[config.mk]
export PLATFORM = sky130hd
export DESIGN_NAME = i2c_wb_slave
export DESIGN_NICKNAME = d
export VERILOG_FILES = /design/src/rtl/i2c_wb_slave.sv
export SDC_FILE = /design/constraint.sdc
export NUM_CORES = 1
export LEC_CHECK = 0
export CAP_MARGIN = 10
export CORE_ASPECT_RATIO = 0.75
export CORE_MARGIN = 10
export CORE_UTILIZATION = 37
export CTS_CLUSTER_DIAMETER = 80
export CTS_CLUSTER_SIZE = 28
export DETAILED_ROUTE_END_ITERATION = 8
export SYNTH_ARGS = -nofsm -noshare
export SYNTH_HDL_FRONTEND = slang
export SYNTH_SLANG_ARGS = --single-unit
[constraint.sdc]
create_clock -name wb_clk_i -period 2.4 [get_ports wb_clk_i]
set_clock_uncertainty 0.2 [all_clocks]
set_input_delay 0.24 -clock wb_clk_i [delete_from_list [all_inputs] [get_ports wb_clk_i]]
set_output_delay 0.24 -clock wb_clk_i [all_outputs]
set_load 0.02 [all_outputs]
[src/rtl/i2c_wb_slave.sv]
// i2c_wb_slave: 7-bit-address I2C slave with an 8-bit Wishbone classic register port.
// Define I2C_CLK_STRETCH_EN to stretch SCL instead of NACKing on overrun / sending 0xFF on underrun.
module i2c_wb_slave (
  input  logic       wb_clk_i,
  input  logic       wb_rst_i,
  input  logic [7:0] wb_add_i,
  input  logic [7:0] wb_data_i,
  output logic [7:0] wb_data_o,
  input  logic       wb_we_i,
  input  logic       wb_stb_i,
  input  logic       wb_cyc_i,
  output logic       wb_ack_o,
  input  logic       scl_in,
  input  logic       sda_in,
  output logic       scl_o,
  output logic       sda_o,
  output logic       scl_oe,
  output logic       sda_oe,
  output logic       irq,
  output logic       trans_comp
);
  typedef enum logic [2:0] {IDLE, ADDR, ADDR_ACK, RX, RX_ACK, TX, TX_ACK, WAIT} state_t;

  state_t     state_q, state_d;
  logic [1:0] scl_sync_q, sda_sync_q;
  logic       scl_last_q, sda_last_q;
  logic [3:0] bit_cnt_q, bit_cnt_d;
  logic [7:0] shift_q, shift_d;
  logic [6:0] sadr_q, sadr_d;
  logic       en_q, en_d, ien_q, ien_d;
  logic       rxf_q, rxf_d, txe_q, txe_d, busy_q, busy_d, rw_q, rw_d;
  logic       iflag_q, iflag_d, ovr_q, ovr_d;
  logic [7:0] rxdata_q, rxdata_d, txdata_q, txdata_d;
  logic       sda_oe_q, sda_oe_d, stretch_q, stretch_d;
  logic       tc_q, tc_d, ack_q, ack_d;
  logic [7:0] dat_q, dat_d, rd_mux_s;
  logic       scl_s, sda_s, scl_rise_s, scl_fall_s, start_s, stop_s, wb_req_s, load_s;
  logic       unused_s;

  assign scl_s      = scl_sync_q[1];
  assign sda_s      = sda_sync_q[1];
  assign scl_rise_s = scl_s & ~scl_last_q;
  assign scl_fall_s = ~scl_s & scl_last_q;
  assign start_s    = sda_last_q & ~sda_s & scl_s & scl_last_q;
  assign stop_s     = ~sda_last_q & sda_s & scl_s & scl_last_q;
  assign wb_req_s   = wb_stb_i & wb_cyc_i & ~ack_q;
  assign unused_s   = ^wb_add_i[7:3];

  always_comb begin
    rd_mux_s = 8'h00;
    case (wb_add_i[2:0])
      3'd0:    rd_mux_s = {1'b0, sadr_q};
      3'd1:    rd_mux_s = {6'd0, ien_q, en_q};
      3'd2:    rd_mux_s = {2'd0, ovr_q, iflag_q, rw_q, busy_q, txe_q, rxf_q};
      3'd3:    rd_mux_s = rxdata_q;
      default: rd_mux_s = 8'h00;
    endcase
  end

  // Host accesses are applied first so that any hardware flag set below overrides them.
  always_comb begin
    state_d = state_q;   bit_cnt_d = bit_cnt_q; shift_d = shift_q;
    sadr_d = sadr_q;     en_d = en_q;           ien_d = ien_q;
    rxf_d = rxf_q;       txe_d = txe_q;         busy_d = busy_q;   rw_d = rw_q;
    iflag_d = iflag_q;   ovr_d = ovr_q;         rxdata_d = rxdata_q; txdata_d = txdata_q;
    sda_oe_d = sda_oe_q; stretch_d = stretch_q; tc_d = 1'b0;
    ack_d = wb_req_s;    dat_d = 8'h00;         load_s = 1'b0;

    if (wb_req_s) begin
      if (wb_we_i) begin
        case (wb_add_i[2:0])
          3'd0: sadr_d = wb_data_i[6:0];
          3'd1: begin en_d = wb_data_i[0]; ien_d = wb_data_i[1]; end
          3'd2: begin
            if (wb_data_i[4]) iflag_d = 1'b0; else iflag_d = iflag_q;
            if (wb_data_i[5]) ovr_d = 1'b0; else ovr_d = ovr_q;
          end
          3'd4: begin txdata_d = wb_data_i; txe_d = 1'b0; end
          default: dat_d = 8'h00;
        endcase
      end else begin
        dat_d = rd_mux_s;
        if (wb_add_i[2:0] == 3'd3) rxf_d = 1'b0; else rxf_d = rxf_q;
      end
    end else begin
      dat_d = 8'h00;
    end

    case (state_q)
      ADDR: begin
        if (scl_rise_s) begin
          shift_d = {shift_q[6:0], sda_s};
          bit_cnt_d = bit_cnt_q + 4'd1;
        end else if (scl_fall_s && bit_cnt_q == 4'd8) begin
          if (en_q && shift_q[7:1] == sadr_q) begin
            sda_oe_d = 1'b0; busy_d = 1'b1; rw_d = shift_q[0]; state_d = ADDR_ACK;
          end else begin
            state_d = WAIT;
          end
        end else begin
          state_d = ADDR;
        end
      end
      ADDR_ACK: begin
        if (scl_fall_s) begin
          bit_cnt_d = 4'd0;
          sda_oe_d = 1'b1;
          if (rw_q) begin state_d = TX; load_s = 1'b1; end
          else state_d = RX;
        end else begin
          state_d = ADDR_ACK;
        end
      end
      RX: begin
        if (stretch_q) begin
          if (!rxf_q) begin
            rxdata_d = shift_q; rxf_d = 1'b1; iflag_d = 1'b1;
            sda_oe_d = 1'b0; stretch_d = 1'b0; state_d = RX_ACK;
          end else begin
            state_d = RX;
          end
        end else if (scl_rise_s) begin
          shift_d = {shift_q[6:0], sda_s};
          bit_cnt_d = bit_cnt_q + 4'd1;
        end else if (scl_fall_s && bit_cnt_q == 4'd8) begin
          if (!rxf_q) begin
            rxdata_d = shift_q; rxf_d = 1'b1; iflag_d = 1'b1; sda_oe_d = 1'b0; state_d = RX_ACK;
          end else begin
`ifdef I2C_CLK_STRETCH_EN
            stretch_d = 1'b1;
`else
            ovr_d = 1'b1; iflag_d = 1'b1; sda_oe_d = 1'b1; state_d = RX_ACK;
`endif
          end
        end else begin
          state_d = RX;
        end
      end
      RX_ACK: begin
        if (scl_fall_s) begin
          sda_oe_d = 1'b1; bit_cnt_d = 4'd0; state_d = RX;
        end else begin
          state_d = RX_ACK;
        end
      end
      TX: begin
        if (stretch_q) begin
          load_s = 1'b1;
        end else if (scl_rise_s) begin
          bit_cnt_d = bit_cnt_q + 4'd1;
        end else if (scl_fall_s) begin
          if (bit_cnt_q == 4'd8) begin
            sda_oe_d = 1'b1; state_d = TX_ACK;
          end else begin
            shift_d = {shift_q[6:0], 1'b1};
            sda_oe_d = shift_q[6];
          end
        end else begin
          state_d = TX;
        end
      end
      TX_ACK: begin
        if (scl_rise_s && sda_s) begin
          state_d = WAIT;
        end else if (scl_fall_s) begin
          bit_cnt_d = 4'd0; state_d = TX; load_s = 1'b1;
        end else begin
          state_d = TX_ACK;
        end
      end
      default: state_d = state_q;
    endcase

    // The shifter is loaded at the SCL fall that ends an ACK bit, or when a stretch resolves.
    if (load_s) begin
      if (!txe_q) begin
        shift_d = txdata_q; sda_oe_d = txdata_q[7]; txe_d = 1'b1; iflag_d = 1'b1; stretch_d = 1'b0;
      end else begin
`ifdef I2C_CLK_STRETCH_EN
        stretch_d = 1'b1; sda_oe_d = 1'b1;
`else
        shift_d = 8'hFF; sda_oe_d = 1'b1; ovr_d = 1'b1; txe_d = 1'b1; iflag_d = 1'b1;
`endif
      end
    end else begin
      load_s = 1'b0;
    end

    if (stop_s) begin
      state_d = IDLE; sda_oe_d = 1'b1; stretch_d = 1'b0;
      if (busy_q) begin busy_d = 1'b0; iflag_d = 1'b1; tc_d = 1'b1; end
      else busy_d = 1'b0;
    end else if (start_s) begin
      state_d = ADDR; bit_cnt_d = 4'd0; sda_oe_d = 1'b1; stretch_d = 1'b0;
    end else begin
      tc_d = 1'b0;
    end
  end

  // State, registers and line synchronizers; reset releases both lines on the same edge.
  always_ff @(posedge wb_clk_i) begin
    if (wb_rst_i) begin
      state_q <= IDLE;       scl_sync_q <= 2'b11;  sda_sync_q <= 2'b11;
      scl_last_q <= 1'b1;    sda_last_q <= 1'b1;   bit_cnt_q <= 4'd0;
      shift_q <= 8'h00;      sadr_q <= 7'h00;      en_q <= 1'b0;     ien_q <= 1'b0;
      rxf_q <= 1'b0;         txe_q <= 1'b1;        busy_q <= 1'b0;   rw_q <= 1'b0;
      iflag_q <= 1'b0;       ovr_q <= 1'b0;        rxdata_q <= 8'h00; txdata_q <= 8'h00;
      sda_oe_q <= 1'b1;      stretch_q <= 1'b0;    tc_q <= 1'b0;
      ack_q <= 1'b0;         dat_q <= 8'h00;
    end else begin
      state_q <= state_d;    scl_sync_q <= {scl_sync_q[0], scl_in};
      sda_sync_q <= {sda_sync_q[0], sda_in};
      scl_last_q <= scl_s;   sda_last_q <= sda_s;  bit_cnt_q <= bit_cnt_d;
      shift_q <= shift_d;    sadr_q <= sadr_d;     en_q <= en_d;     ien_q <= ien_d;
      rxf_q <= rxf_d;        txe_q <= txe_d;       busy_q <= busy_d; rw_q <= rw_d;
      iflag_q <= iflag_d;    ovr_q <= ovr_d;       rxdata_q <= rxdata_d; txdata_q <= txdata_d;
      sda_oe_q <= sda_oe_d;  stretch_q <= stretch_d; tc_q <= tc_d;
      ack_q <= ack_d;        dat_q <= dat_d;
    end
  end

  assign wb_ack_o   = ack_q;
  assign wb_data_o  = dat_q;
  assign scl_o      = 1'b0;
  assign sda_o      = 1'b0;
  assign sda_oe     = sda_oe_q;
`ifdef I2C_CLK_STRETCH_EN
  assign scl_oe     = ~stretch_q;
`else
  assign scl_oe     = 1'b1;
`endif
  assign irq        = iflag_q & ien_q;
  assign trans_comp = tc_q;
endmodule

======== Yosys cells after proc, flatten, opt, wreduce, memory -nomap -nowiden ========
Index checks and enable logic that the tools add are counted.
word-level totals
  register bits after elaboration ......... 64
  input bits .............................. 23
  output and inout port bits .............. 15
  word-level logic and storage cells ...... 201
operators by class
  add/sub/neg operators ................... 1
  eq/ne operators ......................... 35
  mux-type cells .......................... 97
  bitwise gates (word level) .............. 19
  reductions and logical operators ........ 25
operators with widths
  cell                number
  $mux 8              12
  $mux 1              57
  $mux 3              14
  $ne 3x3->1 const B  13
  $pmux 8 s4          1
  $mux 4              6
  $pmux 8 s3          1
  $ne 4x4->1 const B  5
  $pmux 3 s6          1
  $reduce_and 6->1    3
  $pmux 4 s4          1
  $eq 3x2->1 const B  4
  $eq 3x3->1 const B  4
  $reduce_and 3->1    4
  $and 1x1->1         11
  $reduce_and 11->1   1
  $reduce_or 2->1     5
  $ne 2x2->1 const B  4
  $not 1->1           8
  $eq 7x7->1          1
  $reduce_bool 7->1   1
  $eq 3x1->1 const B  2
  $reduce_bool 6->1   1
  $reduce_or 3->1     2
  12 further kinds    15

======== Longest topological paths before layout ========
Gate-level depths: netlist (run 1).
  depth in word-level cells ............... 11
  gate-level depth with buffers ........... 9
  mapped depth without buffers ............ 7

======== Worst setup path after synthesis (run 1) ========
No wires, ideal clock.
  kind .................................... register -> register
  start ................................... register bit_cnt_q[0]
  end ..................................... register shift_q[0]
  data arrival time ....................... 1.689 ns
  required time ........................... 2.130 ns
  setup slack ............................. 0.441 ns
  stages on the path, launching flop included .. 9
  clock period less this slack ............ 1.959 ns
  path through ............................ dfxtp_1 inv_1 ha_1 and3b_1 buf_6 o21a_4 o311ai_4 o311ai_1 a21oi_1
between the ends
  word-level cells in the longest chain between the ends .. 3
RTL lines
  item                               line  source
  start, declared                    27    logic [3:0] bit_cnt_q, bit_cnt_d;
  start signal, assigned             213   scl_last_q <= scl_s; sda_last_q <= sda_s; bit_cnt_q <= bit_cnt_d;
  $eq 4x4->1                         152   if (bit_cnt_q == 4'd8) begin
  $ne 3x3->1 (no source line)        --
  $reduce_and 6->1 (no source line)  --
  end signal, assigned               214   shift_q <= shift_d; sadr_q <= sadr_d; en_q <= en_d; ien_q <= ien_d;
  end, declared                      28    logic [7:0] shift_q, shift_d;
Every way passes these cells.
A chain may end at the register's enable or synchronous reset.

======== Worst setup path in the final report (run 1) ========
  start ................................... register bit_cnt_q[0]
  end ..................................... register shift_q[2]
Same word-level chain as after synthesis.

==> results of run 1 <==
-- power by group through the flow --
stage / clock network (uW) / logic (uW) / registers (uW)
after CTS: 1650 / 639 / 1170
final: 1620 / 648 / 1180
after global placement: 0 / 619 / 1200
after floorplan: 0 / 494 / 1150
after detailed placement: 0 / 635 / 1200
after global routing: 1690 / 694 / 1180
-- worst register-to-register path, delay by kind of cell, from the launching register on --
family | cells | cell delay (ps)
buffers and inverters | 1 | 90
adder cells (fa/ha/maj) | 1 | 190
flip-flops | 1 | 380
AO/OA/AOI/OAI | 4 | 1010
AND/OR/NAND/NOR | 1 | 280
-- cell usage after synthesis, types with 3 or more instances --
cell	instances	area share, %
nor2b_1	6	1.1
and2_1	4	0.76
inv_1	8	0.91
nor2_1	58	6.6
nand2_1	19	2.2
clkbuf_1	10	1.1
nor3b_1	3	0.68
a21oi_1	25	3.8
buf_4	7	1.6
or2_2	8	1.5
a22oi_1	6	1.4
xor2_1	4	1.1
nand3_1	10	1.5
nor4_1	3	0.57
o211ai_1	9	2.0
xnor2_1	5	1.3
a211o_1	3	0.79
o31ai_1	3	0.68
nand2b_1	3	0.57
mux2_2	4	1.4
mux2i_1	32	9.7
or3_1	4	0.76
o21ai_0	11	1.7
buf_2	9	1.4
nor3_1	4	0.61
dfxtp_1	64	39
-- layer usage --
layer	track usage (%)	vias to the layer above	part of all wire, %
met1	19.0	1366	49
met3	4.35	10	8.6
met2	18.5	113	41
met4	3.92	0	1.0
met5	0	-	0
li1	-	1394	-
-- final timing paths --
check             slack [ps]     startpoint  cells after the start             to
setup / recovery         180   bit_cnt_q[0]                      7     shift_q[2]
hold / removal            50       wb_rst_i                      2           rw_q
setup reg to reg         180   bit_cnt_q[0]                      7     shift_q[2]
hold reg to reg          210  scl_sync_q[0]                      1  scl_sync_q[1]
-- layout make-up --
cell class / count / area, um^2
Inverter: 8 / 30.0
Timing Repair Buffer: 44 / 398
Clock buffer: 11 / 243
Clock inverter: 5 / 128
Tap cell: 108 / 135
Fill cell: 829 / 4540
Sequential cell: 64 / 1280
Multi-Input combinational cell: 278 / 1850
-- kinds of logic (layout without fill, tap and decap cells) --
group / after synthesis / in the layout / share of synthesized area [%]
buffers and inverters: 36 / 68 / 5.45
adder cells (fa/ha/maj): 3 / 3 / 1.06
XOR/XNOR: 9 / 9 / 2.38
flip-flops: 64 / 64 / 38.7
AO/OA/AOI/OAI: 87 / 87 / 18.9
multiplexers: 37 / 37 / 11.4
other: 2 / 3 / 0.227
AND/OR/NAND/NOR: 139 / 139 / 21.9
-- flip-flops by register name, indices dropped and copies added, names as in the netlist, 2 cells and up --
name,flops
state_q,3
scl_sync_q,2
sadr_q,7
txdata_q,8
wb_data_o,8
sda_sync_q,2
shift_q,8
bit_cnt_q,4
rxdata_q,8
-- per-stage QoR --
step                      worst slack [ps]  instance area (um^2)  utilization (%)  cells
after detailed placement               208                  3690             43.0    502
after CTS                              196                  4060             47.3    518
final                                  175                  4060             47.3    518
after global placement                 259                  3690             43.0    502
after global routing                  26.0                  4060             47.3    518
after floorplan                        441                  3310                -    378
==> reports/qor.csv, run 1 <==
stage,metric,value,unit
job,number of max-cap violations,0,
worst_hold_path,Hold Crit Class,input pin to flip-flop,
floorplan,die height,102,um
cells_and_area,antenna cell count,0,
synthesis,Syn Inst Count,377,
synthesis,register area share after synthesis,38.7,%
power,static leakage,0.00155,uW
sta,setup_tns,0,ps
clock_network,CTS resizes,0,
detailed_routing,Via Count,2883,
critical_path,crit start category,flip-flop,
cells_and_area,layout cells sized above 1,13.7,%
cells_and_area,"commonest non-fill, non-tap cell in the layout",dfxtp_1,
sta,endpoints failing hold,0,
clock_network,Post-CTS Repair Setup Buffers,0,
sta,Relative slew margins,61.6,%
synthesis,cell area after synthesis,0.00331,mm^2
clock_network,CTS root buf,clkbuf_16,
clock_network,Clock Sinks,64,
placed_design,RD Place Congestion,0.899,
clock_network,"CTS clk-pin slew, worst paths",50,ps
critical_path,critical path class,flip-flop to flip-flop,
global_route,global-route wire length before repair,13900,um
power,maximum VDD drop,0.354,mV
critical_path,Buf/Inv on CP,1,
cells_and_area,most frequent cells in the layout,"dfxtp_1 (64), nor2_1 (58), mux2i_1 (32)",
sta,Slew @ Worst Pin,575,ps
floorplan,die area,0.0132,mm^2
sta,RSZ-0062 raised after global routing,false,
placed_design,# port buffers,29,
global_route,GRT overflow,0,
sta,Hold Slack,49.2,ps
floorplan,Die Width,129,um
clock_network,CTS Hold Buffers Added,0,
clock_network,clk_lat worst skew,330,ps
critical_path,maximum fanout along the worst path,8,
sta,# setup viols final,0,
detailed_routing,vias per cell,5.57,
sta,fmax,450,MHz
power,P_sw,918,uW
synthesis,post-synth cell types,65,
synthesis,"EDFF count, synth",0,
detailed_routing,Routed Antenna Nets,0,
detailed_routing,Pre-antenna DRT Iters,4,
synthesis,Mean Syn Cell Area,8.77,um^2
floorplan,initial standard-cell utilization of the core,38.5,%
sta,min cycle time layout,2220,ps
global_route,vias in the first global route,2648,
critical_path,"Largest stage delay, worst path",420,ps
detailed_routing,1st-iter DRT viols,310,
synthesis,asr flop ratio synth,0,%
floorplan,Core Box Area,0.00860,mm^2
clock_network,Num CTS Buffers,9,
clock_network,clock buffer depth,2,
detailed_routing,WL final,8700,um
power,Comb power frac,18.8,%
global_route,Total GRT Usage,13.3,%
synthesis,Synthesis Warnings,0,
critical_path,Worst EP required,2450,ps
clock_network,CTS tree,built,
critical_path,CP endpoint kind,flip-flop,
power,sequential share of power,34.2,%
critical_path,Slowest cell on crit path,o311ai_4,
cells_and_area,Final Net Count,430,
critical_path,Crit path max-delay family,compound AO/OA/AOI/OAI gates,
cells_and_area,area grow syn2layout,22.9,%
synthesis,"FF+latch count, synth",64,
synthesis,top_reg_cell synth,dfxtp_1,
sta,count of pins over their slew limit,0,
placed_design,Final HPWL DP,6290,um
clock_network,H-tree depth,3,
global_route,initial antenna violation count,0,
power,P_int,2530,uW
detailed_routing,Avg WL per Cell,16.8,um
power,sw frac,26.6,%
sta,Final period util,92.7,%
power,clock share of power,47.0,%
critical_path,Worst EP arrival,2280,ps
global_route,pin count of the biggest net entering global routing,41,
power,PwrDens,848,mW/mm^2
critical_path,"Critical Path, Cell by Cell",inv_1 -> ha_1 -> and3b_1 -> o21a_4 -> o311ai_4 -> o211ai_1 -> a21oi_1,
floorplan,# IOs,38,
detailed_routing,drt drc,0,
outcome,status,finished clean,
power,Pwr Total,3450,uW
floorplan,row count,29,
No activity file was read; power rests on OpenSTA's default activity.
==> run 2: changes to the inputs <==
- RECOVER_POWER: unset -> 100
- REMOVE_ABC_BUFFERS: unset -> 1
==> run 2 against run 1 <==
Setup slack improved by 9.5 ps. First-iteration DRC count fell by 21%. Clock power fell by 5%. Critical path depth did not move. Sequential cell count did not move. Die area did not move. Critical path type unchanged. Largest cell class unchanged. Highest routed layer unchanged.
==> reports/qor.csv, run 2 (synthesized netlist as in run 1, its figures left out) <==
stage,metric,value,unit
cells_and_area,"commonest non-fill, non-tap cell in the layout",dfxtp_1,
placed_design,Final HPWL DP,6230,um
placed_design,RD Place Congestion,0.929,
global_route,GRT overflow,0,
sta,Final period util,92.3,%
critical_path,"Largest stage delay, worst path",380,ps
placed_design,DP Area,0.00368,mm^2
critical_path,Worst EP arrival,2260,ps
detailed_routing,1st-iter DRT viols,245,
sta,min cycle time layout,2220,ps
clock_network,CTS root buf,clkbuf_16,
clock_network,"CTS clk-pin slew, worst paths",50,ps
global_route,vias in the first global route,2654,
clock_network,Clock Sinks,64,
global_route,pin count of the biggest net entering global routing,28,
clock_network,Post-CTS Repair Setup Buffers,0,
floorplan,Core Box Area,0.00860,mm^2
sta,Slew @ Worst Pin,1260,ps
placed_design,Placed Cells incl. Taps,500,
sta,fmax,451,MHz
job,number of max-cap violations,0,
sta,setup_tns,0,ps
cells_and_area,most frequent cells in the layout,"dfxtp_1 (64), nor2_1 (58), mux2i_1 (32)",
global_route,Total GRT Usage,13.3,%
clock_network,CTS resizes,0,
floorplan,initial standard-cell utilization of the core,38.5,%
detailed_routing,Avg WL per Cell,16.4,um
cells_and_area,final core occ,46.6,%
cells_and_area,layout cells sized above 1,11.5,%
critical_path,Buf/Inv on CP,1,
clock_network,H-tree depth,3,
power,PwrDens,832,mW/mm^2
cells_and_area,antenna cell count,0,
critical_path,Crit path max-delay family,compound AO/OA/AOI/OAI gates,
critical_path,Worst EP required,2440,ps
detailed_routing,vias per cell,5.50,
floorplan,# IOs,38,
power,maximum VDD drop,0.471,mV
detailed_routing,Via Count,2836,
critical_path,Slowest cell on crit path,o311ai_4,
detailed_routing,Pre-antenna DRT Iters,5,
cells_and_area,Final Net Count,428,
sta,endpoints failing hold,0,
detailed_routing,WL final,8480,um
clock_network,CTS tree,built,
power,static leakage,0.00155,uW
clock_network,Num CTS Buffers,9,
cells_and_area,Non-Filler Instances,516,
critical_path,CP endpoint kind,flip-flop,
placed_design,# port buffers,29,
floorplan,die area,0.0132,mm^2
detailed_routing,drt drc,0,
sta,count of pins over their slew limit,0,
clock_network,clk_lat worst skew,330,ps
cells_and_area,area grow syn2layout,21.1,%
clock_network,clock buffer depth,2,
clock_network,CTS Hold Buffers Added,0,
floorplan,die height,102,um
sta,RSZ-0062 raised after global routing,false,
sta,Relative slew margins,16.2,%
global_route,initial antenna violation count,0,
worst_hold_path,Hold Crit Class,flip-flop to flip-flop,
global_route,global-route wire length before repair,14000,um
outcome,status,finished clean,
floorplan,Die Width,129,um
critical_path,maximum fanout along the worst path,10,
critical_path,crit start category,flip-flop,
detailed_routing,Routed Antenna Nets,0,
critical_path,"Critical Path, Cell by Cell",inv_1 -> ha_1 -> and3b_1 -> o21a_4 -> o311ai_4 -> o311ai_1 -> a21oi_1,
critical_path,critical path class,flip-flop to flip-flop,
floorplan,row count,29,
cells_and_area,post-route cell area,0.00400,mm^2
sta,# setup viols final,0,
-- run 2: area by class of cell --
type,count,area (um^2)
well taps,108,135
repair buffers,42,372
fillers,822,4600
inverters,8,30.0
flip-flops and latches,64,1280
clock buffers,10,239
clock inverters,6,115
multi-input cells,278,1830
-- run 2: stage by stage --
| stage | power (uW) | hold WS [ps] | worst slack, ps |
|---|---|---|---|
| after global placement | 1810 | 191 | 252 |
| after CTS | 3360 | 165 | 204 |
| after detailed placement | 1820 | 194 | 244 |
| after global routing | 3460 | 216 | 45.7 |
| after floorplan | 1590 | 106 | 104 |
| final | 3330 | 207 | 185 |
-- run 2: path summary, 6_finish.rpt --
check | start | to | slack (ps) | cells past startpoint
worst min-delay path | sda_sync_q[0] | sda_sync_q[1] | 210 | 1
worst max register to register | bit_cnt_q[0] | shift_q[0] | 180 | 7
worst min register to register | sda_sync_q[0] | sda_sync_q[1] | 210 | 1
worst max-delay path | bit_cnt_q[0] | shift_q[0] | 180 | 7
-- run 2: metal layers --
| layer | up-vias | wire length, um | share of wire (%) | global-route usage, % |
|---|---|---|---|---|
| met1 | 1365 | 4260 | 50 | 19.4 |
| met3 | 9 | 617 | 7.3 | 4.14 |
| met5 | - | 0 | 0 | 0 |
| li1 | 1384 | - | - | - |
| met4 | 0 | 117 | 1.4 | 4.62 |
| met2 | 78 | 3480 | 41 | 17.6 |
-- run 2: power breakdown --
part	total, uW	internal, uW	switching (uW)
Sequential	1170	1100	65.8
Combinational	625	267	358
Clock	1540	1050	493
==> run 3: changes to the inputs <==
- CTS_CLUSTER_SIZE: 28 -> 24
==> results of run 3 <==
The final DEF is identical to that of run 2; final timing and power are the same.
